===== src/rtl/wrap_mon_pkg.sv =====
// wrap_mon_pkg: shared state encoding, width default and direction codes
package wrap_mon_pkg;
    localparam int EVT_W_DEF = 8;
    localparam logic UP = 1'b0;
    localparam logic DOWN = 1'b1;
    typedef enum logic [1:0] {IDLE, ARMED, PENDING} state_t;
endpackage


===== src/rtl/sat_counter.sv =====
// sat_counter: up counter that sticks at all-ones, with synchronous clear
module sat_counter #(
    parameter int W = 8
) (
    input  logic         clk,
    input  logic         rst_n,
    input  logic         inc,
    input  logic         clr,
    output logic [W-1:0] value
);
    always_ff @(posedge clk or negedge rst_n)
        if (!rst_n)
            value <= '0;
        else if (clr)
            value <= '0;
        else if (inc && value != '1)
            value <= value + 1'b1;
endmodule


===== src/rtl/wrap_event_monitor.sv =====
// wrap_event_monitor: qualifies counter wrap events, keeps per-direction stats
// and raises a thresholded level interrupt with ack handshake and overrun flag
module wrap_event_monitor
    import wrap_mon_pkg::*;
#(
    parameter int EVT_W = EVT_W_DEF
) (
    input  logic             clk,
    input  logic             rst_n,
    input  logic             cnt_enable,
    input  logic             cnt_mode,
    input  logic             tc_in,
    input  logic             arm,
    input  logic [EVT_W-1:0] threshold,
    input  logic             irq_ack,
    input  logic             clr,
    output logic             irq,
    output logic             overrun,
    output logic [EVT_W-1:0] up_wraps,
    output logic [EVT_W-1:0] down_wraps,
    output logic [EVT_W-1:0] win_cnt
);
    logic             en_q, dir_q, evt, hit;
    logic [EVT_W-1:0] nxt;
    state_t           state;
    // tc_in is registered by the counter, so the enable/mode that caused the
    // wrap are the values sampled one edge earlier
    assign evt = tc_in & en_q;
    assign nxt = win_cnt + 1'b1;
    assign hit = evt && threshold != '0 && nxt == threshold;
    sat_counter #(.W(EVT_W)) u_up (
        .clk   (clk),
        .rst_n (rst_n),
        .inc   (evt && dir_q == UP),
        .clr   (clr),
        .value (up_wraps)
    );
    sat_counter #(.W(EVT_W)) u_down (
        .clk   (clk),
        .rst_n (rst_n),
        .inc   (evt && dir_q == DOWN),
        .clr   (clr),
        .value (down_wraps)
    );
    always_ff @(posedge clk or negedge rst_n) begin
        if (!rst_n) begin
            en_q    <= 1'b0;
            dir_q   <= 1'b0;
            state   <= IDLE;
            irq     <= 1'b0;
            overrun <= 1'b0;
            win_cnt <= '0;
        end else begin
            en_q  <= cnt_enable;
            dir_q <= cnt_mode;
            if (!arm) begin
                state   <= IDLE;
                irq     <= 1'b0;
                win_cnt <= '0;
            end else begin
                case (state)
                    IDLE: state <= ARMED;
                    ARMED:
                        if (hit) begin
                            win_cnt <= '0;
                            irq     <= 1'b1;
                            state   <= PENDING;
                        end else if (evt) begin
                            win_cnt <= nxt;
                        end
                    PENDING:
                        // a hit coinciding with ack re-fires instead of overrunning
                        if (hit) begin
                            win_cnt <= '0;
                            if (!irq_ack) overrun <= 1'b1;
                        end else begin
                            if (evt) win_cnt <= nxt;
                            if (irq_ack) begin
                                irq   <= 1'b0;
                                state <= ARMED;
                            end
                        end
                    default: state <= IDLE;
                endcase
            end
            if (clr) overrun <= 1'b0;
        end
    end
endmodule


===== config.mk =====
export PLATFORM = sky130hd
export DESIGN_NAME = wrap_event_monitor
export DESIGN_NICKNAME = d
export VERILOG_FILES = /design/src/rtl/wrap_mon_pkg.sv /design/src/rtl/sat_counter.sv /design/src/rtl/wrap_event_monitor.sv
export SDC_FILE = /design/constraint.sdc
export NUM_CORES = 1
export LEC_CHECK = 0
export ABC_AREA = 1
export CORE_MARGIN = 5
export CORE_UTILIZATION = 45
export DETAILED_ROUTE_END_ITERATION = 16
export DONT_BUFFER_PORTS = 1
export HOLD_SLACK_MARGIN = 0.06
export PLACE_DENSITY = 0.56
export SLEW_MARGIN = 20
export SYNTH_ARGS = -nofsm -noshare
export SYNTH_HDL_FRONTEND = slang
export SYNTH_SLANG_ARGS = --single-unit

===== constraint.sdc =====
create_clock -name clk -period 2.25 [get_ports clk]
set_clock_uncertainty 0.05 [all_clocks]
set_input_delay 0.45 -clock clk [delete_from_list [all_inputs] [get_ports clk]]
set_output_delay 0.45 -clock clk [all_outputs]
set_load 0.005 [all_outputs]

==> reports/qor.yml <==
timing:
  max_slew_margin: 0.706
  min_period_ns: 1.92
  drv_slew: 0
  whs_ns: 0.154
  fin_ws_ns: 0.329
  worst_pin_slew_ns: 0.440
  fmax_mhz: 521
  tns_ns: 0
  hold_viol_final: 0
  fin_crit_sh: 0.854
  rsz0062_at_grt: "no"
  setup_viol: 0
setup_path:
  ff2ff_setup_slack_ns: 0.33
  cp.depth: 12
  critPathTopFamily: "simple AND/OR/NAND/NOR gates"
  worstSetupEndpoint: "win_cnt[4]"
  crit_path_end_kind: "register"
  crit_buf_inv: 1
  worstPathMaxFanout: 5
  path_class: "register to register"
  timing.rr.start: "win_cnt[0]"
  crit_chain: "ha_1, or2_1, nand3_1, nand2_1, inv_1, nand3_1, nor2_4, nand3_4, nand2_4, nor2_4, nand2_1, o21ai_2"
  worst-endpoint-required_ns: 2.35
  crit_start: "win_cnt[0]"
  cpMaxStageDelayCell: "dfrtp_1"
  crit_path_start_kind: "register"
  slowest_delay_ns: 0.39
  crit_arrival_ns: 2.02
  r2r-end: "win_cnt[4]"
  rr_worst_depth: 12
route:
  wirelength_um: 4280
  drt_iter0_markers: 77
  antenna_left: 0
  dr.pass1.iters: 4
  drc_errors: 0
  vias_per_cell: 5.29
  num_vias: 1678
  wire_per_inst_um: 13.5
synthesis:
  ys_seq_elements: 30
  synth_flop_cell: "dfrtp_1"
  syn_avg_cell_area_sq_um: 7.45
  netlist.area_leader.share: 0.389
  synth_nets: 282
  yosysTopAreaCell: "dfrtp_1"
  synth_cell_types: 31
  synthesis.area_sq_um: 1930
  yosysMostFrequentCell: "nand2_1"
  yosysSeqAreaShare: 0.389
  async_reset_ff_frac: 1.00
  synth_cells: 259
  synth.area.top_cells: "dfrtp_1 39%, nand2_1 12%, inv_1 7.8%, nand3_1 6.7%, ha_1 4.5%"
  ys_top_cells_by_count: "60 x nand2_1, 40 x inv_1, 30 x dfrtp_1"
  synth_edf_count: 0
  yosys_warnings: 0
power_and_ir_drop:
  p_leak_nw: 0.986
  peakVddDrop_v: 0.000326
  cellPowerDensity_nw_per_um2: 605
  seqPwrFrac: 0.478
  switchingPower_mw: 0.382
  swShare: 0.300
  internal_power_mw: 0.890
  pwr-share-clk: 0.311
  power_frac_comb: 0.212
clock_network:
  clock_path_buffers: 2
  root_buffer: "clkbuf_8"
  cts_tree: "done"
  htree_levels: 2
  cts_num_sinks: 30
  cts_inserted_buffers: 5
  clkTransAtPathRegs_ns: 0.06
  clock_latency_ns: 0.27
  cts_resized: 0
  cts_setup_buffers: 0
worst_hold_path:
  hold_class: "input port to register"
final_layout:
  num-fill-cells: 413
  final_cells: 317
  finalInstanceArea_sq_um: 2100
  seqCellArea_sq_um: 751
  area_delta_synth_final_pct: 9.01
  num_antenna_cells: 0
  drive_above_1_share: 0.112
  multi_input_area_sq_um: 1010
  final_nets: 290
flow_run:
  drv_cap: 0
floorplanning:
  ios: 42
  die_h_um: 75.5
  die_width_um: 75.5
  rows: 23
  start_util: 0.472
  dieArea_sq_um: 5700
  core_sq_um: 4090
global_routing:
  grt_pass1_wl_um: 7310
  grt_pass1_vias: 1579
  antenna_found_initial: 0
  grt_max_degree: 31
  track_usage: 0.170
  globalRouteOverflowTotal: 0
run_status:
  status: "completed"
placed_design:
  dpl.cell_count: 308
  dp_slack_ns: 0.345
  place.gp.congestion: 0.787
  place_area_sq_um: 2000
  io_buffers: 0
  dp_hpwl_um: 3320
-- area by class of cell --
cell class / instances / area share
multi-input cells: 184 / 0.479
flip-flops and latches: 30 / 0.357
inverters: 41 / 0.0732
clock buffers: 7 / 0.0363
well taps: 50 / 0.0297
repair buffers: 5 / 0.0250
-- power by group through the flow --
stage                     clock network, mW  registers, mW  logic [mW]
after detailed placement                  0          0.619       0.257
after floorplan                           0          0.614       0.200
final                                 0.396          0.608       0.269
after global routing                  0.438          0.615       0.318
after global placement                    0          0.618       0.256
after CTS                             0.417          0.608       0.275
-- worst reg2reg max path, cell delays in order (launching register included) --
cell     delay [ns]
dfrtp_1        0.39
ha_1           0.26
or2_1          0.26
nand3_1        0.07
nand2_1        0.05
inv_1          0.04
nand3_1        0.12
nor2_4         0.14
nand3_4        0.12
nand2_4        0.13
nor2_4         0.05
nand2_1        0.07
o21ai_2        0.05
-- registers in the layout, indices dropped and copies added (netlist names) --
register / flops
u_down.value: 8
u_up.value: 8
win_cnt: 8
state: 2
dir_q: 1
en_q: 1
irq: 1
overrun: 1
-- cells in the final DEF, fill, tap and decap left out, types with 2 or more instances in the layout --
master and n:
a21oi_1 13, buf_4 3, clkbuf_1 2, clkbuf_8 5, dfrtp_1 30, ha_1 7
inv_1 40, nand2_1 60, nand2_2 3, nand3_1 26, nand3_2 2, nand3_4 2
nand4_1 7, nor2_1 23, nor2_4 5, nor3_1 5, o21a_1 2, o21ai_0 12
o21ai_1 2, o21ai_2 2, o22ai_1 3
-- per-stage QoR --
stage	util	power, mW
2_1_floorplan	-	0.814
3_3_place_gp	0.489	0.873
3_5_place_dp	0.489	0.875
4_1_cts	0.515	1.30
5_1_grt	0.515	1.37
6_report	0.515	1.27
-- what timing repair did --
item	in CTS	in global routing
setup endpoints to repair	0	0
hold buffers	2	0
endpoints found under the hold margin	30	0
-- worst min path at each step --
stage / end / cells past startpoint / startpoint / slack, ns
finish: dir_q / 0 / cnt_mode / 0.15
detailed placement: u_down.value[4] / 0 / rst_n / 0.11
global route: dir_q / 0 / cnt_mode / 0.13
floorplan: dir_q / 0 / rst_n / 0.10
CTS: dir_q / 0 / cnt_mode / 0.14
global placement: u_down.value[3] / 0 / rst_n / 0.11
-- logic make-up (layout without fill, tap and decap cells) --
family	count (synthesis)	in the layout	share of synthesized area
AND/OR/NAND/NOR	139	139	0.359
buffers and inverters	45	53	0.0888
AO/OA/AOI/OAI	37	37	0.109
flip-flops	30	30	0.389
adder cells (fa/ha/maj)	7	7	0.0454
XOR/XNOR	1	1	0.00843
-- routing by layer --
metal | share of wire | vias to the layer above | global-route usage
li1 | - | 861 | -
met1 | 0.44 | 770 | 0.210
met2 | 0.46 | 39 | 0.272
met3 | 0.072 | 8 | 0.0607
met4 | 0.021 | 0 | 0.0641
met5 | 0 | - | 0
Power figures use the tool's default switching activity.
